$ cat src/rtl/ppu_pkg.sv
// ppu_pkg: shared constants, types and helpers for the PPU sprite fetch stage.
//   SPR_FETCH_START  first dot of the 64-dot sprite pattern fetch window
//   SPR_REC_W        width of one record pushed into the sprite shifter
//   ATTR_*           bit positions inside the OAM attribute byte
//   load_field_e     bit index of each field enable in the shifter load vector
//   bitrev8          mirrors a pattern byte so the leftmost pixel lands in bit 0
package ppu_pkg;

    localparam logic [8:0]  SPR_FETCH_START = 9'd256;
    localparam int unsigned SPR_REC_W       = 27;
    localparam int unsigned LOAD_W          = 4;

    localparam int unsigned ATTR_VFLIP = 7;
    localparam int unsigned ATTR_HFLIP = 6;
    localparam int unsigned ATTR_PRIO  = 5;

    // Field enables as seen by SpriteSet: {pix1, pix2, x, attr}
    typedef enum logic [1:0] {
        LdAttr = 2'd0,
        LdX    = 2'd1,
        LdPix2 = 2'd2,
        LdPix1 = 2'd3
    } load_field_e;

    function automatic logic [7:0] bitrev8(input logic [7:0] b);
        logic [7:0] r;
        for (int i = 0; i < 8; i++) begin
            r[i] = b[7-i];
        end
        return r;
    endfunction

endpackage

$ cat src/rtl/spr_pattern_addr.sv
// spr_pattern_addr: combinational sprite pattern address generator.
//   tile       in   8   tile index from secondary OAM
//   ybyte_row  in   4   low nibble of the sprite-relative Y byte
//   vflip      in   1   vertical flip attribute
//   obj_size   in   1   1 = 8x16 sprites
//   obj_patt   in   1   pattern table select for 8x8 sprites
//   plane      in   1   bit plane (0 = low byte, 1 = high byte)
//   addr       out  14  VRAM pattern address
module spr_pattern_addr (
    input  logic [7:0]  tile,
    input  logic [3:0]  ybyte_row,
    input  logic        vflip,
    input  logic        obj_size,
    input  logic        obj_patt,
    input  logic        plane,
    output logic [13:0] addr
);

    logic [3:0] row;

    always_comb begin
        // 8x16 flips across both tiles, 8x8 only within the single tile
        row = ybyte_row ^ (vflip ? (obj_size ? 4'hF : 4'h7) : 4'h0);
        if (obj_size) begin
            // Tile bit 0 picks the table; row bit 3 picks top/bottom tile
            addr = {1'b0, tile[0], tile[7:1], row[3], plane, row[2:0]};
        end else begin
            addr = {1'b0, obj_patt, tile, plane, row[2:0]};
        end
    end

endmodule

$ cat src/rtl/sprite_fetch.sv
// sprite_fetch: sprite pattern fetch stage between the secondary-OAM evaluator
// and the 8-slot sprite shifter. In the fetch window each 8-dot slot reads one
// secondary-OAM record, fetches two pattern bytes and pushes one record.
//   clk           in   1   system clock
//   i_rst         in   1   asynchronous active-low reset
//   i_ce          in   1   dot enable
//   i_sprites_en  in   1   sprite rendering enable
//   i_obj_size    in   1   1 = 8x16 sprites
//   i_obj_patt    in   1   8x8 pattern table select
//   i_cycle       in   9   current dot
//   i_oam_bus     in   8   secondary-OAM byte
//   i_vram_data   in   8   VRAM read data (one i_ce after address)
//   o_vram_addr   out  14  pattern address (0 when not reading)
//   o_vram_rd     out  1   pattern read strobe
//   o_load        out  4   shifter field enables {pix1, pix2, x, attr}
//   o_load_in     out  27  {pix_lo, pix_hi, x, pal[1:0], prio}
module sprite_fetch
    import ppu_pkg::*;
#(
    parameter logic [8:0] FETCH_START = SPR_FETCH_START
) (
    input  logic                 clk,
    input  logic                 i_rst,
    input  logic                 i_ce,
    input  logic                 i_sprites_en,
    input  logic                 i_obj_size,
    input  logic                 i_obj_patt,
    input  logic [8:0]           i_cycle,
    input  logic [7:0]           i_oam_bus,
    input  logic [7:0]           i_vram_data,
    output logic [13:0]          o_vram_addr,
    output logic                 o_vram_rd,
    output logic [LOAD_W-1:0]    o_load,
    output logic [SPR_REC_W-1:0] o_load_in
);

    logic                 in_win;
    logic [2:0]           off;
    logic [7:0]           ybyte_q;
    logic [7:0]           tile_q;
    logic [7:0]           attr_q;
    logic [7:0]           xpos_q;
    logic [7:0]           pix_lo_q;
    logic                 slot_ok_q;
    logic [LOAD_W-1:0]    load_q;
    logic [SPR_REC_W-1:0] load_in_q;
    logic [LOAD_W-1:0]    load_all;
    logic [13:0]          pat_addr;
    logic                 valid;
    logic [7:0]           pix_lo_out;
    logic [7:0]           pix_hi_out;
    logic                 unused_attr;

    assign in_win = i_sprites_en && (i_cycle >= FETCH_START) &&
                    (i_cycle <= FETCH_START + 9'd63);
    assign off    = i_cycle[2:0];
    // Empty secondary-OAM slots read back as 0xFF, which fails this test
    assign valid  = (ybyte_q[7:4] == 4'h0);

    assign unused_attr = ^attr_q[4:2];

    always_comb begin
        load_all         = '0;
        load_all[LdPix1] = 1'b1;
        load_all[LdPix2] = 1'b1;
        load_all[LdX]    = 1'b1;
        load_all[LdAttr] = 1'b1;
    end

    spr_pattern_addr u_addr (
        .tile      (tile_q),
        .ybyte_row (ybyte_q[3:0]),
        .vflip     (attr_q[ATTR_VFLIP]),
        .obj_size  (i_obj_size),
        .obj_patt  (i_obj_patt),
        .plane     (off[1]),
        .addr      (pat_addr)
    );

    // Strobe is gated by reset so an asserted reset silences the bus at once
    assign o_vram_rd   = i_rst && in_win && off[2];
    assign o_vram_addr = o_vram_rd ? pat_addr : 14'd0;

    // Shifter expects leftmost pixel in bit 0 unless the sprite is h-flipped
    always_comb begin
        pix_lo_out = 8'h00;
        pix_hi_out = 8'h00;
        if (valid) begin
            if (attr_q[ATTR_HFLIP]) begin
                pix_lo_out = pix_lo_q;
                pix_hi_out = i_vram_data;
            end else begin
                pix_lo_out = bitrev8(pix_lo_q);
                pix_hi_out = bitrev8(i_vram_data);
            end
        end
    end

    always_ff @(posedge clk or negedge i_rst) begin
        if (!i_rst) begin
            ybyte_q   <= 8'h00;
            tile_q    <= 8'h00;
            attr_q    <= 8'h00;
            xpos_q    <= 8'h00;
            pix_lo_q  <= 8'h00;
            slot_ok_q <= 1'b0;
            load_q    <= '0;
            load_in_q <= '0;
        end else if (i_ce) begin
            load_q    <= '0;
            load_in_q <= '0;
            if (!in_win) begin
                // Leaving the window or disabling aborts the slot in progress
                slot_ok_q <= 1'b0;
            end else begin
                case (off)
                    3'd0: begin
                        ybyte_q   <= i_oam_bus;
                        slot_ok_q <= 1'b1;
                    end
                    3'd1: tile_q   <= i_oam_bus;
                    3'd2: attr_q   <= i_oam_bus;
                    3'd3: xpos_q   <= i_oam_bus;
                    3'd5: pix_lo_q <= i_vram_data;
                    3'd7: begin
                        if (slot_ok_q) begin
                            load_q    <= load_all;
                            load_in_q <= {pix_lo_out, pix_hi_out, xpos_q,
                                          attr_q[1:0], attr_q[ATTR_PRIO]};
                        end
                    end
                    default: ;
                endcase
            end
        end
    end

    assign o_load    = load_q;
    assign o_load_in = load_in_q;

endmodule

$ cat config.mk
export PLATFORM = sky130hd
export DESIGN_NAME = sprite_fetch
export DESIGN_NICKNAME = d
export VERILOG_FILES = /design/src/rtl/ppu_pkg.sv /design/src/rtl/spr_pattern_addr.sv /design/src/rtl/sprite_fetch.sv
export SDC_FILE = /design/constraint.sdc
export NUM_CORES = 1
export LEC_CHECK = 0
export ABC_AREA = 0
export BUFFER_PORTS_ARGS = -buffer_cell sky130_fd_sc_hd__buf_2
export CORE_MARGIN = 5
export CORE_UTILIZATION = 56
export DETAILED_ROUTE_END_ITERATION = 7
export GPL_TIMING_DRIVEN = 0
export PLACE_DENSITY = 0.84
export SYNTH_ARGS = -nofsm -noshare
export SYNTH_HDL_FRONTEND = slang
export SYNTH_HIERARCHICAL = 1
export SYNTH_SLANG_ARGS = --single-unit
export TNS_END_PERCENT = 100
$ cat constraint.sdc
create_clock -name clk -period 2.19 [get_ports clk]
set_input_delay 0.1095 -clock clk [delete_from_list [all_inputs] [get_ports clk]]
set_output_delay 0.1095 -clock clk [all_outputs]
set_load 0.02 [all_outputs]
# Word level (Yosys, flattened, before mapping)
# Cells that the tools add are included.
# totals
out_inout_bits	46
register_bits	72
# op_classes
bitwise	1
eq_ne	6
n_mux	16
n_reduce_logical	12
n_lt_le_gt_ge	2
# op_table
cell	n
27-bit two-way mux	3
8-bit two-way mux	4
4-bit two-way mux	5
3-bit AND reduction	5
14-bit two-way mux	1
13-bit two-way mux	1
9-bit greater-or-equal comparator (second input constant)	1
9-bit less-or-equal comparator (second input constant)	1
3-bit by 2-bit == test with 1-bit output (second input constant)	2
3-bit == test (second input constant)	2
1-bit logical AND	4
4-bit logical NOT	1
4-bit bitwise XOR	1
3-bit by 1-bit == test with 1-bit output (second input constant)	1
3-bit logical NOT	1
1-bit two-way mux	2
2-bit by 1-bit inequality test with 1-bit output (second input constant)	1
2-bit AND reduction	1

# Logic depth before layout (Yosys ltp)
# Gate-level depths: netlist (run 1).
# logic_depth
word_depth	6
depth_mapped	5
depth_no_buf	3

# Cells and area by module
# Netlist (run 1), hierarchy kept.
# modules_own_cells
module	n_inst	seq_area_each_um2	area_per_inst_um2	cells_each
sprite_fetch	1	1651.6	2846.5	194
spr_pattern_addr	1	0.0	126.4	17

# Worst setup path after synthesis (run 1)
# No wires, ideal clock.
# synth_path
kind	input to output
start	input port i_cycle[6]
end	output port o_vram_addr[10]
stages	5
path_slack_ps	910
n_path_buf	2
arrival_ps	1170
path_cell_list	and4bb_1 -> buf_6 -> and3_2 -> buf_2 -> and2_1
# synth_between
elab_chain_len	6
elab_cells_between_ends	7
classes_between	order compare (2); mux (1); reduce/logical (4)
# synth_lines
item	line_no	source
start, declared	sprite_fetch.sv:28	input logic [8:0] i_cycle,
9-bit greater-or-equal comparator	sprite_fetch.sv:54	assign in_win = i_sprites_en && (i_cycle >= FETCH_START) &&
1-bit logical AND	sprite_fetch.sv:54	
1-bit logical AND *	sprite_fetch.sv:54	
1-bit logical AND * (2 in a row)	sprite_fetch.sv:81	assign o_vram_rd = i_rst && in_win && off[2];
net o_vram_rd	sprite_fetch.sv:32	output logic o_vram_rd,
14-bit two-way mux *	sprite_fetch.sv:82	assign o_vram_addr = o_vram_rd ? pat_addr : 14'd0;
end, declared	sprite_fetch.sv:31	output logic [13:0] o_vram_addr,
# Mark *: on every way through the listed nets, which the timed path passes. The rest lies on a longest branch.

# Final worst setup path (run 1)
# layout_path
start	input port i_rst
end	output port o_vram_addr[10]
# layout_between
elab_chain_len	3
# layout_lines
item	line_no	source
start, declared	sprite_fetch.sv:23	input logic i_rst,
1-bit logical AND (2 in a row)	sprite_fetch.sv:81	
14-bit two-way mux	sprite_fetch.sv:82	
# No other way between the ends.

==> out/results.ini, run 1 <==
[outcome]
status = finished, violations left
violations = hold timing

[cts]
post_cts_buffers = 0
clock_sinks = 66
cts_buffers = 9
cts_max_level = 3
clkTransAtPathRegs_ps = 70
cts_tree = yes
clkLatencyLatePin_ps = 340
clockBufferDepth = 2
root_buffer = clkbuf_8
ctsResizeCount = 0

[sta]
setup_violations = 0
period_minus_slack_ps = 1795
setup-tns-final_ps = 0
grt_setup_unrepaired = false
finalCritPeriodShare = 0.8196
hold_viol_final = 66
worst_pin_slew_ps = 823.7
holdWs_ps = -153.0
relSlewSlack = 0.4509
finalMaxSlewViolations = 0
fin_worst_skew_ps = 6.778
timing.fmax_mhz = 557.2

[global_routing]
grt_max_degree = 68
grt_overflow = 0
grt_use_total = 0.1932
grt_pass1_wl_um = 10520
antenna_found_initial = 0
first_global_vias = 2097

[placed_design]
placed_area_mm2 = 0.003423
dpl.hpwl_um = 4395
place.gp.congestion = 0.7394
port-buffer-count = 72

[final_layout]
post-route-util = 0.7059
num_antenna_cells = 0
nets = 325
drive_above_1_share = 0.5151
area_growth_pct = 22.05
final_area_mm2 = 0.003628

[synthesis]
yosys.area.top_type = dfrtp_1
synth_commonest_cells = 66 x dfrtp_1, 31 x mux2_2, 15 x and2_1, 15 x mux2i_1, 15 x o2bb2ai_1
synth-xor-area-share = 0.01178
synth_top_area_frac = 0.5556
ys_types = 29
synth_top_family_by_area = multiplexers
yosysSeqAreaShare = 0.5556
synth_edf_count = 0
muxShareOfSynthArea = 0.2083
ys.flop_type = dfrtp_1
syn_avg_cell_area_um2 = 14.09
synth-seq-cells = 66
syn-num-nets = 242
synth_area_leaders = dfrtp_1 56%, mux2_2 12%, mux2i_1 5.1%
async_flop_share = 1.000
synth-simple-area-share = 0.07955
synth-compound-area-share = 0.08586
yosysWarnings = 6
netlist_instances = 211
netlist_area_mm2 = 0.002973
synth_most_common_cell = dfrtp_1
synth_fa_ha_area_frac = 0

[setup_path]
cp.arrival_ps = 1690
cp_slowest_cell = buf_4
crit_type = input pin to output port
cp.required_ps = 2080
max_stage_delay_ps = 610
cp_num_buf_inv = 3
endpoint_kind = output port
crit_family = buffers and inverters
cp_max_fo = 67
crit_path_cell_trace = buf_4, and3_2, buf_2, and2_1, buf_2
cp-start-kind = input pin
cpMostUsedCell = buf_2

[worst_hold_path]
holdCritPathClass = input pin to async pin

[floorplan]
start_util = 0.5784
die_w_um = 82.86
dieArea_mm2 = 0.006866
ios = 77
row_count = 26
dieHeight_um = 82.86
core_area_mm2 = 0.005140

[detailed_routing]
vias_per_cell = 5.374
remaining_drc_errors = 0
drt_pass1_iterations = 4
ant_nets = 0
wl_per_cell_um = 16.90
detail_route.iter0.violations = 69
vias = 1983
finalWirelength_um = 6236

[power]
power_density_mw_per_mm2 = 711.8
p_leak_nw = 1.969
peakVddDrop_mv = 0.4521
p_total_mw = 2.583

[job]
drv_cap = 0

==> layer usage <==
metal	track usage	routed length, µm
met1	0.2396	2725
met2	0.3134	3084
met3	0.05644	321
met4	0.08470	104
met5	0	0
==> logic make-up (layout without fill, tap and decap cells) <==
logic type	count (synthesis)	in the layout
flops	66	66
mux	54	54
other cells	1	1
xor+xnor	4	4
simple gates	31	31
compound gates	30	30
buf+inv	25	113
==> per-stage QoR <==
step	setup slack, ps	hold WS [ps]	std cells
6_report	395.2	-153.0	369
3_5_place_dp	330.3	267.4	353
3_3_place_gp	-159.6	378.3	353
5_1_grt	179.3	-76.17	369
4_1_cts	338.4	-106.3	369
2_1_floorplan	910.3	-186.1	211
==> flip-flops by register name (all words and copies together), names as in the netlist <==
register,cells
slot_ok_q,1
pix_lo_q,8
attr_q,5
tile_q,8
o_load_in,27
xpos_q,8
ybyte_q,8
o_load,1
==> worst paths after layout <==
| kind | start | to | slack (ps) | depth (start not counted) |
|---|---|---|---|---|
| setup / recovery | i_rst | o_vram_addr[10] | 400 | 5 |
| hold / removal | i_rst | xpos_q[1] | -150 | 1 |
| setup reg to reg | ybyte_q[5] | o_load_in[20] | 680 | 4 |
| hold reg to reg | o_load_in[21] | o_load_in[21] | 480 | 1 |
| max in group asynchronous | i_rst | ybyte_q[6] | 1790 | 1 |
| min in group clk | i_oam_bus[4] | xpos_q[4] | 30 | 2 |
==> worst reg2reg max path: cells and delay by family, from the launching register on <==
kind	cells	cell delay, ps
AOI/OAI and AO/OA	1	170
and+or+nand+nor	2	630
DFF	1	390
buffers and inverters	1	260
==> where the power goes <==
group          total (mW)  switching, mW  internal (mW)
clock network        1.04          0.454          0.586
logic               0.229          0.109          0.120
registers            1.31         0.0375           1.28
total                2.58          0.601           1.98
==> final cells by class <==
type	instances	area [µm²]
plain buffers	24	167.7
well taps	70	87.58
fillers	381	1511
multi-input cells	120	1150
flip-flops and latches	66	1652
inverters	1	3.754
clock inverters	4	50.05
clock buffers	12	155.1
repair buffers	72	362.8
==> cell usage in the layout (no fill, tap or decap), drive strengths merged, types with 2 or more instances in the layout <==
master and instances:
mux2 39, buf 93, a22o 11, clkbuf 15, and3 4, mux2i 15, a21oi 2, dfrtp 66
o2bb2ai 15, and2 15, nor2 4, clkinvlp 2, xor2 3
Power figures use the tool's default switching activity.
==> run 2: changes to the inputs <==
--- a/config.mk
+++ b/config.mk
@@ -8,10 +8,10 @@
 export ABC_AREA = 0
 export BUFFER_PORTS_ARGS = -buffer_cell sky130_fd_sc_hd__buf_2
 export CORE_MARGIN = 5
-export CORE_UTILIZATION = 56
+export CORE_UTILIZATION = 52
 export DETAILED_ROUTE_END_ITERATION = 7
 export GPL_TIMING_DRIVEN = 0
-export PLACE_DENSITY = 0.84
+export PLACE_DENSITY = 0.79
 export SYNTH_ARGS = -nofsm -noshare
 export SYNTH_HDL_FRONTEND = slang
 export SYNTH_HIERARCHICAL = 1
==> constraint.sdc (replaced) <==
create_clock -name clk -period 1.8 [get_ports clk]
set_input_delay 0.09 -clock clk [delete_from_list [all_inputs] [get_ports clk]]
set_output_delay 0.09 -clock clk [all_outputs]
set_load 0.02 [all_outputs]
==> run 2 against run 1 <==
Effect of this change:
- the run still ends with hold timing left
- wire length is 1.7% lower
- non-clock buffer count rose by 3
- final cell count increased by 1.4%
- global-route usage fell by 0.95 points
- combinational power grew 23%
- sequential share of layout area is 0.44 points lower
- cell area grew 0.97%
- first-iteration DRC count rose by 19%
- register-to-register slack got worse by 400 ps
- critical path type is now flop to flop
- largest cell class unchanged
- highest routed layer unchanged
==> out/results.ini, run 2 (synthesis gave the netlist of run 1 again) <==
[placed_design]
port-buffer-count = 72  ; unchanged
dpl.hpwl_um = 4319  ; was 4395 µm
placed_area_mm2 = 0.003426  ; was 0.003423 mm²
place.gp.congestion = 0.7251  ; was 0.7394

[floorplan]
dieHeight_um = 85.61  ; was 82.86 µm
die_w_um = 85.61  ; was 82.86 µm
row_count = 27  ; was 26
dieArea_mm2 = 0.007329  ; was 0.006866 mm²
start_util = 0.5366  ; was 0.5784
core_area_mm2 = 0.005540  ; was 0.005140 mm²
ios = 77  ; unchanged

[cts]
cts_tree = yes  ; unchanged
cts_buffers = 9  ; unchanged
cts_max_level = 3  ; unchanged
cts_hold_buf = 3
clockBufferDepth = 2  ; unchanged
root_buffer = clkbuf_8  ; unchanged
clkLatencyLatePin_ps = 340  ; about the same
post_cts_buffers = 0  ; unchanged
clock_sinks = 66  ; unchanged
clkTransAtPathRegs_ps = 70  ; about the same

[worst_hold_path]
holdCritPathClass = input pin to async pin  ; unchanged

[setup_path]
cp.required_ps = 2060  ; was 2080 ps
cp_max_fo = 10  ; was 67
regToRegStartpoint = ybyte_q[5]  ; unchanged
cp-start-kind = flop  ; was input pin
crit_type = flop to flop  ; was input pin to output port
cp_slowest_cell = dfrtp_1  ; was buf_4
endpoint_kind = flop  ; was output port
crit_path_start = ybyte_q[5]  ; was i_rst
max_stage_delay_ps = 390  ; was 610 ps
cp.arrival_ps = 1780  ; was 1690 ps
crit_path_cell_trace = nor4_2, nand4_2, buf_2, o2bb2ai_1  ; was buf_4, and3_2, buf_2, and2_1, buf_2

[global_routing]
grt_use_total = 0.1837  ; was 0.1932
grt_overflow = 0  ; unchanged
antenna_found_initial = 0  ; unchanged
grt_max_degree = 68  ; unchanged
first_global_vias = 2102  ; was 2097
grt_pass1_wl_um = 10410  ; was 10520 µm

[sta]
hold_viol_final = 66  ; unchanged
period_minus_slack_ps = 1524
setup_violations = 0  ; unchanged
finalMaxSlewViolations = 0  ; unchanged
relSlewSlack = 0.6038  ; was 0.4509
finalCritPeriodShare = 0.8467
timing.fmax_mhz = 656.1
fin_worst_skew_ps = 6.813  ; was 6.778 ps
grt_setup_unrepaired = false  ; unchanged
holdWs_ps = -264.7  ; was -153.0 ps
worst_pin_slew_ps = 594.3  ; was 823.7 ps

[final_layout]
area_growth_pct = 23.23  ; was 22.05%
nets = 328  ; was 325
most-common-layout-cells = 76 x buf_2, 66 x dfrtp_1, 31 x mux2_2  ; unchanged
final_common_cell = buf_2  ; unchanged
drive_above_1_share = 0.5132  ; was 0.5151
num_antenna_cells = 0  ; unchanged
largest_register_ffs = 27  ; unchanged
final_area_mm2 = 0.003664  ; was 0.003628 mm²

[power]
peakVddDrop_mv = 0.6053  ; was 0.4521 mV
p_total_mw = 3.128  ; was 2.583 mW
power_density_mw_per_mm2 = 853.9  ; was 711.8 mW/mm²
p_leak_nw = 1.989  ; was 1.969 nW

[detailed_routing]
drt_pass1_iterations = 4  ; unchanged
finalWirelength_um = 6131  ; was 6236 µm
remaining_drc_errors = 0  ; unchanged
ant_nets = 0  ; unchanged
detail_route.iter0.violations = 82  ; was 69
wl_per_cell_um = 16.39  ; was 16.90 µm
vias = 1974  ; was 1983
vias_per_cell = 5.278  ; was 5.374

[outcome]
status = finished, violations left  ; unchanged
violations = hold timing  ; unchanged

[job]
drv_cap = 0  ; unchanged

run 2: worst paths after layout:
path | to | slack [ps] | cells past startpoint
setup / recovery | o_load_in[24] | 280 | 4
hold / removal | o_load_in[10] | -260 | 1
setup reg to reg | o_load_in[24] | 280 | 4
hold reg to reg | o_load_in[12] | 480 | 1
max in group asynchronous | o_load_in[1] | 1670 | 1
min in group clk | pix_lo_q[3] | 20 | 2
run 2: what timing repair did:
action	4_1_cts	5_1_grt
endpoints found under the setup margin	0	9
endpoints found under the hold margin	72	66
gates resized for setup	0	1
run 2: final cells by class:
class                      instances  area (µm²)
buffer                            24       167.7
clock buffer                      11       151.4
clock inverter                     5       52.55
fill                             440        1877
inverter                           1       3.754
multi-input combinational        120        1150
sequential                        66        1652
tap                               72       90.09
timing repair buffer              75       396.6
run 2: stage by stage:
step	setup WS (ps)	TNS, ps	hold slack, ps	std cells	util
2_1_floorplan	533.4	0	-205.6	211	-
3_3_place_gp	-511.2	-5685	357.0	355	0.6179
3_5_place_dp	30.69	0	238.5	355	0.6183
4_1_cts	28.20	0	-137.6	374	0.6606
5_1_grt	94.90	0	-232.0	374	0.6612
6_report	275.9	0	-264.7	374	0.6612
run 2: where the power goes:
part,total [mW],switching (mW),internal (mW)
logic,0.282,0.131,0.151
registers,1.60,0.0432,1.55
clock network,1.25,0.543,0.707
run 2: critical path: cells and delay by family, from the launching register on:
| kind | cells | cell delay (ps) |
|---|---|---|
| flip-flops | 1 | 390 |
| buffers and inverters | 1 | 270 |
| AND/OR/NAND/NOR | 2 | 630 |
| AO/OA/AOI/OAI | 1 | 160 |
run 2: metal layers:
layer	wire length (µm)	part of all wire	up-vias	GRT usage
li1	-	-	925	-
met1	2627	0.43	977	0.2314
met2	2991	0.49	62	0.2959
met3	433	0.071	10	0.06724
met4	78	0.013	0	0.05755
met5	0	0	-	0
==> run 3: changes to the inputs <==
==> constraint.sdc (replaced) <==
create_clock -name clk -period 1.5 [get_ports clk]
set_input_delay 0.075 -clock clk [delete_from_list [all_inputs] [get_ports clk]]
set_output_delay 0.075 -clock clk [all_outputs]
set_load 0.02 [all_outputs]
==> run 3 against run 2 <==
Effect of this change:
- the run still ends with hold timing left
- utilization grew 1.8 points
- flip-flop and latch count is the same
- highest routed layer unchanged
- via count grew 2.4%
- largest power group unchanged
- register-to-register slack lost 190 ps
- worst hold slack lost 120 ps
- power grew 21%
- non-clock buffer count grew 9
- critical path depth is the same
- setup slack lost 210 ps
==> out/results.ini, run 3 (synthesis gave the netlist of run 1 again) <==
[power]
power_density_mw_per_mm2 = 1003  ; was 853.9 mW/mm²
peakVddDrop_mv = 0.7264  ; was 0.6053 mV
clkPwrFrac = 0.397  ; was 0.400
combPwrFrac = 0.096  ; was 0.090
p_seq_frac = 0.507  ; was 0.510
p_switching_mw = 0.8637  ; was 0.7173 mW
power.internal_mw = 2.911  ; was 2.411 mW
p_sw_frac = 0.2288  ; was 0.2293
p_leak_nw = 2.042  ; was 1.989 nW

[final_layout]
area_growth_pct = 26.60  ; was 23.23%
stdcell_count = 383  ; was 374
num_antenna_cells = 0  ; unchanged
drive_above_1_share = 0.5080  ; was 0.5132
post-route-util = 0.6793  ; was 0.6612
nets = 337  ; was 328
largest_register_ffs = 27  ; unchanged
final_common_cell = buf_2  ; unchanged
most-common-layout-cells = 74 x buf_2, 65 x dfrtp_1, 31 x mux2_2  ; was 76 x buf_2, 66 x dfrtp_1, 31 x mux2_2

[placed_design]
dpl.hpwl_um = 4319  ; unchanged
port-buffer-count = 72  ; unchanged
dp_cells = 355  ; unchanged
place.gp.congestion = 0.7251  ; unchanged

[cts]
clock_sinks = 66  ; unchanged
cts_max_level = 3  ; unchanged
cts_hold_buf = 10  ; was 3
clkLatencyLatePin_ps = 340  ; about the same
clkTransAtPathRegs_ps = 70  ; about the same
cts_buffers = 9  ; unchanged
cts_tree = yes  ; unchanged
clockBufferDepth = 2  ; unchanged
root_buffer = clkbuf_8  ; unchanged

[global_routing]
grt_pass1_wl_um = 10730  ; was 10410 µm
grt_use_total = 0.1890  ; was 0.1837
grt_overflow = 0  ; unchanged
first_global_vias = 2177  ; was 2102
antenna_found_initial = 0  ; unchanged
grt_max_degree = 68  ; unchanged

[setup_path]
cp_num_buf_inv = 2  ; was 1
regToRegStartpoint = ybyte_q[5]  ; unchanged
crit_family = flip-flops  ; was simple AND/OR/NAND/NOR gates
crit_path_cell_trace = buf_4, xor2_1, and2_1, buf_2  ; was nor4_2, nand4_2, buf_2, o2bb2ai_1
cp_max_fo = 5  ; was 10
cp.arrival_ps = 1360  ; was 1780 ps
endpoint_kind = output port  ; was flop
crit_type = flop to output port  ; was flop to flop
max_stage_delay_ps = 440  ; was 390 ps
path_depth = 4  ; unchanged
crit_path_start = attr_q[7]  ; was ybyte_q[5]
r2r_slack_ps = 90  ; was 280 ps
cp_slowest_cell = dfrtp_2  ; was dfrtp_1
cp-start-kind = flop  ; unchanged
reg2regPathDepth = 4  ; unchanged
cp.required_ps = 1420  ; was 2060 ps

[sta]
hold_viol_final = 66  ; unchanged
period_minus_slack_ps = 1437
relSlewSlack = 0.6064  ; was 0.6038
finalCritPeriodShare = 0.9578
timing.fmax_mhz = 696.0
fin_worst_skew_ps = 5.925  ; was 6.813 ps
setup-tns-final_ps = 0  ; unchanged
finalMaxSlewViolations = 0  ; unchanged
holdWs_ps = -380.2  ; was -264.7 ps
worst_pin_slew_ps = 590.4  ; was 594.3 ps
setup_violations = 0  ; unchanged

[worst_hold_path]
holdCritPathClass = input pin to async pin  ; unchanged

[floorplan]
row_count = 27  ; unchanged
dieHeight_um = 85.61  ; unchanged
ios = 77  ; unchanged
dieArea_mm2 = 0.007329  ; unchanged
die_w_um = 85.61  ; unchanged
start_util = 0.5366  ; unchanged
core_area_mm2 = 0.005540  ; unchanged

[job]
drv_cap = 0  ; unchanged

[detailed_routing]
vias_per_cell = 5.279  ; was 5.278
detail_route.iter0.violations = 79  ; was 82
drt_pass1_iterations = 4  ; unchanged
vias = 2022  ; was 1974
finalWirelength_um = 6332  ; was 6131 µm
ant_nets = 0  ; unchanged
wl_per_cell_um = 16.53  ; was 16.39 µm
remaining_drc_errors = 0  ; unchanged

[outcome]
violations = hold timing  ; unchanged
status = finished, violations left  ; unchanged

-- run 3: cell types whose count changed in the layout (fill, tap and decap cells not counted), sizes merged --
cell / change
buf: +1
clkbuf: +1
dlygate4sd3: +7
-- run 3: layout make-up --
cell class | count | area (µm²)
buffer | 24 | 170.2
clock buffer | 11 | 151.4
clock inverter | 5 | 52.55
fill | 427 | 1777
inverter | 1 | 3.754
multi-input combinational | 120 | 1150
sequential | 66 | 1653
tap | 72 | 90.09
timing repair buffer | 84 | 493.0
-- run 3: power by group through the flow --
stage	registers, mW	logic [mW]	clock network, mW
after global routing	1.93	0.400	1.64
after global placement	1.94	0.328	0
after floorplan	1.93	0.212	0
after CTS	1.91	0.361	1.54
after detailed placement	1.95	0.336	0
final	1.91	0.361	1.50
-- run 3: through the flow --
step	power, mW	setup slack, ps	instance area [µm²]
3_5_place_dp	2.283	-239.3	3426
2_1_floorplan	2.147	233.4	2973
3_3_place_gp	2.271	-781.2	3423
5_1_grt	3.968	-1.798	3764
6_report	3.775	63.27	3764
4_1_cts	3.816	32.76	3745
-- run 3: worst reg2reg max path: stages (launching register included) --
cell	delay [ps]
dfrtp_1	390
nor4_2	380
nand4_2	160
buf_2	220
o2bb2ai_1	180
-- run 3: repair_timing --
action | in CTS | in global routing
setup endpoints to repair | 24 | 9
cloned | 0 | 0
pin swaps | 1 | 0
hold endpoints to repair | 81 | 66
resized for setup | 2 | 4
setup buffers | 1 | 1
-- run 3: routing by layer --
metal | up-vias | wire, µm | global-route usage | part of all wire
li1 | 938 | - | - | -
met1 | 1011 | 2655 | 0.2333 | 0.42
met2 | 61 | 3171 | 0.3086 | 0.50
met3 | 12 | 415 | 0.06916 | 0.066
met4 | 0 | 89 | 0.06187 | 0.014
met5 | - | 0 | 0 | 0
-- run 3: path summary, 6_finish.rpt --
kind | end
worst max-delay path | o_vram_addr[2]
worst min-delay path | o_load_in[11]
worst max register to register | o_load_in[24]
worst min register to register | o_load_in[12]
max in group asynchronous | attr_q[7]
min in group clk | pix_lo_q[6]
